### config.mk
export PLATFORM = sky130hd
export DESIGN_NAME = reg_bank
export DESIGN_NICKNAME = d
export VERILOG_FILES = /design/src/rtl/reg_bank.sv
export SDC_FILE = /design/constraint.sdc
export NUM_CORES = 1
export LEC_CHECK = 0
export ABC_AREA = 1
export BUFFER_PORTS_ARGS = -buffer_cell sky130_fd_sc_hd__buf_4
export CAP_MARGIN = 30
export CORE_ASPECT_RATIO = 2
export CORE_MARGIN = 2
export CORE_UTILIZATION = 50
export CTS_CLUSTER_DIAMETER = 80
export DETAILED_ROUTE_END_ITERATION = 6
export HOLD_SLACK_MARGIN = 0.06
export PLACE_DENSITY_LB_ADDON = 0.08
export REMOVE_ABC_BUFFERS = 1
export SYNTH_ARGS = -nofsm -noshare
export SYNTH_HDL_FRONTEND = slang
export SYNTH_SLANG_ARGS = --single-unit
### constraint.sdc
create_clock -name clk -period 32.3 [get_ports clk]
set_input_delay 3.23 -clock clk [delete_from_list [all_inputs] [get_ports clk]]
set_output_delay 3.23 -clock clk [all_outputs]
set_load 0.02 [all_outputs]
### src/rtl/reg_bank.sv
// reg_bank: three-port register file.
//   15 storage registers R0..R14, 32 bits each. Address 15 has no storage and
//   reads back the externally supplied r_vga word.
//   Two combinational read ports (ra1/rd1, ra2/rd2). One synchronous write
//   port (we3/wa3/wd3) that updates on the rising clk edge. Writes to
//   address 15 are dropped.
//   rst is asynchronous and active-high. It clears R0..R14 and blocks writes
//   while it is held.
//   wev is a reserved side-band bus. It is accepted and has no effect.
//
// Ports:
//   clk   in   1   clock
//   rst   in   1   async active-high reset
//   we3   in   1   write enable
//   ra1   in   4   read address, port 1
//   ra2   in   4   read address, port 2
//   wa3   in   4   write address
//   wev   in 128   reserved, ignored
//   wd3   in  32   write data
//   r_vga in  32   value returned for address 15
//   rd1   out 32   read data, port 1
//   rd2   out 32   read data, port 2
module reg_bank (
    input  logic        clk,
    input  logic        rst,
    input  logic        we3,
    input  logic [3:0]  ra1,
    input  logic [3:0]  ra2,
    input  logic [3:0]  wa3,
    input  logic [127:0] wev,
    input  logic [31:0] wd3,
    input  logic [31:0] r_vga,
    output logic [31:0] rd1,
    output logic [31:0] rd2
);
    localparam int DATA_W = 32;
    localparam int NREGS  = 15;
    localparam logic [3:0] VGA_ADDR = 4'hF;

    logic [DATA_W-1:0] regs [0:NREGS-1];

    // Reserved bus: folded into a deliberately unused net so it stays
    // visibly disconnected from the datapath.
    logic unused_wev;
    assign unused_wev = ^wev;

    always_ff @(posedge clk or posedge rst) begin
        if (rst) begin
            for (int i = 0; i < NREGS; i++) begin
                regs[i] <= '0;
            end
        end else if (we3 && (wa3 != VGA_ADDR)) begin
            regs[wa3] <= wd3;
        end
    end

    // No write-through bypass: reads always see the currently stored value.
    always_comb begin
        rd1 = (ra1 == VGA_ADDR) ? r_vga : regs[ra1];
        rd2 = (ra2 == VGA_ADDR) ? r_vga : regs[ra2];
    end
endmodule

# Word level (Yosys, flattened, before mapping)
# Cells that the tools add are included.
# Widths: inputs -> output; s select.
op_classes:
  n_mux: 11
  eq_ne: 3
  n_reduce_logical: 2
  magnitude_cmp: 4
  n_bitwise: 3
ops:
  columns: ["operator", "n"]
  rows:
  - ["$bwmux 480", 1]
  - ["$bmux 32 s4", 2]
  - ["$mux 32", 7]
  - ["$demux 32 s4", 1]
  - ["$ge 5x5->1 const B", 3]
  - ["$not 4->5", 3]
  - ["$eq 4x4->1 const B", 2]
  - ["$lt 5x1->1 const B", 1]
  - ["$ne 4x4->1 const B", 1]
  - ["$logic_and 1x1->1", 2]
totals:
  regBits: 480
  elab_cells: 38
  out_inout_bits: 64

# Longest topological paths before layout
# Gate-level depths: netlist of the first run.
depth:
  depth_word: 6
  ltp_mapped: 11
  depth_no_buf: 9

# Least setup slack after synthesis of the first run
# No wires, ideal clock.
synth_path:
  path_kind: "input-to-output"
  from: "input ra1[1]"
  to: "output rd1[24]"
  path_slack_ps: 24769
  path_buffers: 3
  stages: 8
  t_arrival_ps: 4301
  cell_sequence: "buf_2 > inv_1 > buf_2 > clkbuf_1 > nand3_1 > nand3_1 > nand3_1 > nand3_1"
synth_between:
  elab_chain_cells: 5
  word_cells_on_any_way: 6
  classes_between: "eq/ne: 1; mux: 4; bitwise: 1"
synth_lines:
  columns: ["item", "line", "text"]
  rows:
  - ["from (decl)", "27", "input logic [3:0] ra1,"]
  - ["$not 4->5 (not written as such)", "59", "rd1 = (ra1 == VGA_ADDR) ? r_vga : regs[ra1];"]
  - ["$bmux 32 s4", "59", null]
  - ["$mux 32 (not written as such) (2 in a row)", "59", null]
  - ["$mux 32 *", "59", null]
  - ["to (decl)", "33", "output logic [31:0] rd1,"]
# Mark *: on every way between the ends. The rest lies on a longest branch, timed or not. The select of a mux whose other input is x is not followed.

# Worst setup path after layout of the first run
layout_path:
  from: "input ra2[0]"
  to: "output rd2[14]"
layout_between:
  elab_chain_cells: 5
  word_cells_on_any_way: 6
  classes_between: "eq/ne: 1; mux: 4; bitwise: 1"
layout_lines:
  columns: ["item", "line", "text"]
  rows:
  - ["from (decl)", "28", "input logic [3:0] ra2,"]
  - ["$not 4->5 (not written as such)", "60", "rd2 = (ra2 == VGA_ADDR) ? r_vga : regs[ra2];"]
  - ["$bmux 32 s4", "60", null]
  - ["$mux 32 (not written as such) (2 in a row)", "60", null]
  - ["$mux 32 *", "60", null]
  - ["to (decl)", "34", "output logic [31:0] rd2"]
# Marked as above.

==> results, run 1 <==
- The number of diodes is 0.
- Setup repair after global routing left no endpoint under its margin.
- OpenSTA, run right after detailed placement, puts the worst setup slack at 21690 ps.
- The largest driver fanout on the critical path is between 80 and 90.
- The maximum number of buffers from clock root to sink is 3.
- For the pin with the worst max-slew slack, the measured transition is 1070 ps.
- The total number of H-tree levels is 2.
- The number of global-route vias before repair came to approximately 26k.
- The HPWL after detailed placement is approximately 50000 microns.
- The cell that appears most often on the critical path is nand2_1.
- The total number of clock tree sinks is 480.
- Of the cells placed in the final design, the portion with a size suffix greater than 1 is 6.72%.
- The top-area cell type share of the netlist area is 42.6%.
- The run finished with clean final reports.
- The leakage power summed over all cells is 16.5 nW.
- In the final timing run, aggregate negative setup slack is 0 ps.
- The number of setup buffers added after CTS is 0.
- The number of hold violations in the final report was 0.
- Row generation in the floorplan step produced 123 rows.
- The clock root buffer is clkbuf_16.
- regs holds more flip-flops than any other register.
- The total global-route track usage is 33.6%.
- Data on the critical path arrives at its endpoint at 7530 ps.
- The placer's final routability congestion estimate is 0.789.
- For this configuration, the core starts out at a cell density of 50.4%.
- The fmax is approximately 93 MHz.
- The register bit total from synthesis is 480.
- The slowest stage of the critical path belongs to the cell inv_6.
- Dividing the detail-routed wire length by the instance count gives ~19 microns.
- The critical path in this run is classified as in -> out.
- After technology mapping, the gate count stands at about 4.4k.
- The number of antenna violations at the first check in global routing is 0.
- The I/O pin total is 271.
- The flip-flop count of the largest register after layout is 480.
- The worst path meets setup with ~22000 ps of slack.
- The clock tree from TritonCTS is built.
- The cell area after synthesis is 28200 sq um.
- Measured against its own limit, the worst slew margin works out to between 20% and 30%.
- The total of cells resized after clock tree synthesis is 0.
- On the critical path the largest part of the delay comes from buffers and inverters.
- The critical path goes through clkbuf_8, inv_6, nand2_1, inv_2, buf_4, nand2_1, nand2_1, nand2_1, nand2_1, inv_1, nand3_1, buf_4.
- For this run, the leading register cell type out of synthesis is dfrtp_1.
- The clock skew is 0 ps.
- Yosys mapped a number of flops with a built-in enable equal to 0.
- The number of remaining DRC errors is 0.
- Each instance of the synthesized netlist takes up on average 6.43 sq um.
- The number of max-capacitance violations reported is 0.
- The number of nets at the end of the flow is 4523.
- Setup violations remaining at the end of the flow were counted as 0.
- The cell taking the most area after synthesis is dfrtp_1.
- The total iterations of the first detailed-routing run is 6.
- The total overflow left after global routing is 0.
- The ratio of final minimum period to clock period is 33.3%.
- Entering global routing, the biggest net connects 177 pins.
- For this run, the register share of the synthesized area comes to 42.6%.
- The final max-slew violation count came to 0.
- In the final layout, the registers with the most flip-flops are regs x480.
- The hold buffer count at CTS is 0.
- The unique cell type count in the Yosys netlist is 19.
- For this block, the initial DRC count from the detailed router was roughly 2.7k.
- Summed over all layers, the routed wires come to 96900 microns.
- The area enclosed by the die boundary is 58400 sq um.
- The cell count after placement is 5013.
- The via total after detailed routing is 28.0k.
- The cell with the most instances after synthesis is nand2_1.
- The average via count per standard cell is 5.49.
- The number of port buffers is 142.
- The number of synthesis warnings is 0.
- The final cell count without fillers is 5096.
- The post-route antenna net violation count is 0.
- The global-route wire length before repair is about 150000 microns.
- The filler cell count is a little under 6k.
- VDD sags by at most 0.0433 mV.
- The minimum clock period after layout is 10760 ps.
- The area overhead of the layout relative to synthesis is 10.1%.
- Sorting the synthesized cells by how often they occur yields nand2_1 (1919), nand3_1 (562), dfrtp_1 (480).
- The worst setup path is launched from a primary input.
- The core region is 56000 sq um.
- Sorting the synthesized cells by area gives the leading types as dfrtp_1 (43%), nand2_1 (26%), nand3_1 (10%), o21ai_0 (7.4%), inv_1 (6.0%).
- For this run, the slowest stage of the critical path takes 810 ps.
- The die is 172 microns wide.
- The core occupancy in the finished layout is 55.4%.
- In this run the worst hold path is classified as reg -> reg.
- The clock-pin transition on the worst setup and hold timing paths is 60 ps.
- The number of clock buffers inserted by TritonCTS is 48.
- The total power density per cell area is between 50 and 60 nW/um^2.
- Counting both buffers and inverters, the worst setup path holds a total of 6.
- The async set or reset register ratio after synthesis is 100%.
- Measured along the y axis, the die boundary spans 340 microns.
- The kind of capture point of the worst setup path is an output port.
- The clock latency at the later pin of the worst-skew pair is 580 ps.
- The required time reported for the critical path endpoint is 29070 ps.
-- tightest hold or removal path: cells and delay by family (launching register included) --
family / cells / cell delay, ps
and+or+nand+nor: 1 / 50
AOI/OAI and AO/OA: 1 / 60
DFF: 1 / 340
-- logic make-up (layout without fill, tap and decap cells) --
| group | count (synthesis) | after routing | share of synthesized area (%) |
|---|---|---|---|
| buf+inv | 766 | 728 | 10.6 |
| simple gates | 2651 | 2651 | 38.2 |
| flops | 480 | 480 | 42.6 |
| compound gates | 487 | 487 | 8.64 |
-- worst paths after layout --
kind	slack [ps]	startpoint	endpoint	cells past startpoint
min in group asynchronous	2710	rst	regs[79]	2
min reg2reg	480	regs[324]	regs[324]	2
max in group asynchronous	27760	rst	regs[385]	5
min	480	regs[324]	regs[324]	2
max	21540	ra2[0]	rd2[14]	12
max reg2reg	31570	regs[123]	regs[123]	2
-- routing by layer --
layer | global-route usage (%) | up-vias | share of wire [%]
met5 | 0 | - | 0
met4 | 13.9 | 0 | 4.6
met3 | 3.42 | 250 | 6.9
met2 | 57.8 | 1090 | 49
met1 | 43.0 | 13211 | 40
li1 | - | 13406 | -
-- where the power goes --
group | internal, mW | leakage (nW) | switching [mW]
registers | 0.730 | 5.97 | 0.0740
logic | 0.158 | 9.82 | 0.285
clock network | 0.320 | 0.751 | 0.245
total | 1.21 | 16.5 | 0.603
-- cell usage in the layout (no fill, tap or decap), types with 8 or more instances in the layout --
cell,count
a21oi_1,64
buf_4,181
clkbuf_1,11
clkbuf_16,49
clkbuf_8,14
dfrtp_1,480
inv_1,444
nand2_1,1916
nand2_2,8
nand3_1,562
nand3b_1,8
nor2_1,143
o21ai_0,415
o21ai_1,8
-- stage by stage --
step / area [sq um] / hold slack (ps) / power (mW)
after detailed placement: 29400 / 473 / 1.25
after global routing: 31000 / 501 / 1.93
final: 31000 / 484 / 1.81
after CTS: 31000 / 488 / 1.82
after global placement: 29400 / 465 / 1.24
after floorplan: 26900 / 453 / 1.11
-- layout make-up --
cell class	count	area, sq um	area share (%)
clock buffers	72	1430	4.61
clock inverters	8	96.3	0.310
inverters	457	1740	5.60
multi-input cells	3138	13200	42.6
flip-flops and latches	480	12000	38.7
well taps	750	938	3.02
repair buffers	191	1590	5.13
(Power assumes the default switching activity.)
==> run 2: changes to the inputs <==
==> constraint.sdc (replaced) <==
create_clock -name clk -period 10.1 [get_ports clk]
set_input_delay 1.01 -clock clk [delete_from_list [all_inputs] [get_ports clk]]
set_output_delay 1.01 -clock clk [all_outputs]
set_load 0.02 [all_outputs]
==> run 2 against run 1 <==
  * Hold slack got worse by 0.99 ps
  * Sequential share of layout area fell by 0.092 points
  * Utilization rose by 0.13 points
  * Count of clock-buffer cells in the layout fell by 1
  * Power rose to 3.2 times the previous value
  * Non-clock buffer count rose by 1
  * Cell count rose by 0.18%
  * Via count rose by 0.56%
  * Global-route usage rose by 0.19 points
  * Critical path type unchanged
==> results, run 2 (same netlist as run 1, synthesis figures left out) <==
- The flow ran to the end, and the final reports show no timing, DRC or antenna violations.
- The worst-case register-to-register setup slack came to 9360 ps (-22210 ps).
- The buffers plus inverters on the worst setup path came to 6 (unchanged).
- The worst endpoint data arrival time is 5100 ps (-2430 ps).
- The I/O pin total is 271 (unchanged).
- The critical path depth was 12 (unchanged).
- The area overhead of the layout relative to synthesis is 10.3%.
- The total iterations of the first detailed-routing run is 7 (+1).
- Of the available clock period, the critical path in the final layout requires between 60% and 70%.
- The worst hold slack is 483 ps (-0.994 ps).
- Setup repair after global routing left no endpoint under its margin.
- The capturing point of the worst reg2reg path is regs[373].
- The category of cells accounting for the largest share of critical-path delay is buffers and inverters.
- The buffer count from post-CTS setup fixing is 0 (unchanged).
- The total number of clock tree sinks is 480 (unchanged).
- The number of global-route vias before repair is 26.7k (+0.94%).
- The worst setup path endpoint is rd1[27].
- The number of DRC violations after detailed-routing iteration 0 came to 2826 (+2.8%).
- Leaving out fill and tap cells, the most frequent cell in the layout is nand2_1.
- The register containing the most flip-flops in the final layout is regs.
- The leakage power summed over all cells is 16.6 nW (+0.27%).
- The measured slew at the worst slew-check pin was 1070 ps (+5.89 ps).
- The pin count of the biggest net entering global routing is 136 (-23%).
- In this run the worst setup path begins at ra1[0].
- The die boundary height was 340 microns (unchanged).
- The placer's final routability congestion estimate was 0.811 (+2.8%).
- The depth of the most critical reg-to-reg path is 2 (unchanged).
- The routed length per instance is 19.2 microns (+0.82%).
- The average via count per standard cell is 5.51 (+0.38%).
- The aggregate global routing overflow is 0 (unchanged).
- The total number of H-tree levels is 2 (unchanged).
- The post-detailed-routing wire length is 97900 microns (+1.0%).
- The post-route antenna net violation count is 0 (unchanged).
- The total of cells resized after clock tree synthesis was 0 (unchanged).
- The cell that appears most often on the critical path is nand2_1.
- The relative slew slack is 28.6% (-0.39 points).
- The share of post-route cells with drive strength above 1 is 6.94% (+0.22 points).
- The cell with the largest stage delay on the worst path is inv_6.
- The initial core utilization came to 50.4% (unchanged).
- In the layout the commonest cells are nand2_1 (1916), nand3_1 (562), dfrtp_1 (480).
- The setup violation total in the final timing report was 0 (unchanged).
- The number of port buffers is 142 (unchanged).
- The total non-filler cell area in the finished layout was 31100 sq um (+0.24%).
- The number of hold violations in the final report is 0 (unchanged).
- The number of clock buffers inserted by TritonCTS was 47 (-2.1%).
- The clock root buffer is clkbuf_16.
- The floorplan core area is 56000 sq um (unchanged).
- STA classifies the critical path endpoint as an output port.
- The final max-slew violation count was 0 (unchanged).
- The clock latency at the later pin of the worst-skew pair came to 580 ps (about the same).
- The number of remaining DRC errors was 0 (unchanged).
- The power consumption is 5.88 mW (+220%).
- The placed instance area came to 29400 sq um (-0.11%).
- The total power density per cell area is 189 nW/um^2 (+220%).
- In the final layout, the registers with the most flip-flops are regs x480.
- The minimum clock period after layout is 6110 ps.
- The cell row count is 123 (unchanged).
- The hold buffer count at CTS was 0 (unchanged).
- The largest driver fanout on the critical path is 104 (+21%).
- The startpoint of the worst-slack reg-to-reg timing path is regs[373].
- The global-route wire length before repair is 152000 microns (+0.63%).
- The flip-flop count of the largest register after layout is 480 (unchanged).
- The maximum VDD drop is 0.173 mV (+300%).
- The area enclosed by the die boundary is 58400 sq um (unchanged).
- The largest stage delay on the critical path was 830 ps (+20 ps).
- The maximum number of buffers from clock root to sink was 3 (unchanged).
- The class of the tightest hold or removal check is reg -> reg.
- The required time reported for the critical path endpoint is 9090 ps (-19980 ps).
- The via total after detailed routing is 28.1k (+0.56%).
- The worst setup path is launched from a primary input.
- The worst setup path is of the in -> out kind.
- The number of nets at the end of the flow is 4523 (unchanged).
- The clock skew is 0 ps (unchanged).
- The clock tree from TritonCTS is built.
- The die boundary width came to 172 microns (unchanged).
- Based on the critical path, the design can be clocked at up to between 150 and 200 MHz.
- The total global-route track usage is 33.8% (+0.19 points).
- Walking the worst path, the cells encountered are clkbuf_8, inv_6, nand2_1, inv_2, buf_4, nand2_1, nand2_1, nand2_1, nand2_1, inv_1, nand3_1, buf_4.
- The number of max-capacitance violations reported came to 0 (unchanged).
- The HPWL after detailed placement is 52200 microns (+1.4%).
- The number of antenna violations at the first check in global routing is 1 (+1).
- The clock-pin transition on the worst setup and hold timing paths is 60 ps (about the same).
==> run 2: worst min-delay path by stage <==
stage                         start   endpoint  slack, ps  cells past startpoint
final                     regs[327]  regs[327]        480                      2
after global routing       regs[79]   regs[79]        500                      2
after CTS                 regs[343]  regs[343]        490                      2
after detailed placement   regs[70]   regs[70]        470                      2
after global placement    regs[282]  regs[282]        470                      2
after floorplan           regs[227]  regs[227]        450                      2
==> run 2: stage by stage <==
stage | setup WS, ps | util, % | std cells | TNS, ps
finish | 3990 | 55.6 | 5105 | 0
global route | 3880 | 55.6 | 5105 | 0
CTS | 4120 | 55.4 | 5101 | 0
detailed placement | 4140 | 52.5 | 5014 | 0
global placement | 4140 | 52.4 | 5012 | 0
floorplan | -4300 | - | 4075 | -2065240
==> run 2: area by class of cell <==
type | instances | area [sq um]
fillers | 5783 | 24900
multi-input cells | 3138 | 13200
flip-flops and latches | 480 | 12000
inverters | 457 | 1740
repair buffers | 192 | 1560
clock buffers | 71 | 1440
well taps | 750 | 938
clock inverters | 16 | 194
diodes | 1 | 2.50
==> run 2: metal layers <==
metal	part of all wire, %	GRT usage, %
met2	48	57.6
met4	4.6	14.4
met3	7.5	4.28
met5	0	0
met1	40	42.8
==> run 2: report_power, final <==
group / switching [mW] / total, mW / internal, mW
logic: 0.913 / 1.42 / 0.505
registers: 0.238 / 2.57 / 2.33
clock network: 0.808 / 1.90 / 1.09
total: 1.96 / 5.88 / 3.92
==> run 2: worst reg2reg max path, stage by stage, from the launching register on <==
cell,delay (ps)
dfrtp_1,410
nand2_1,80
o21ai_0,100
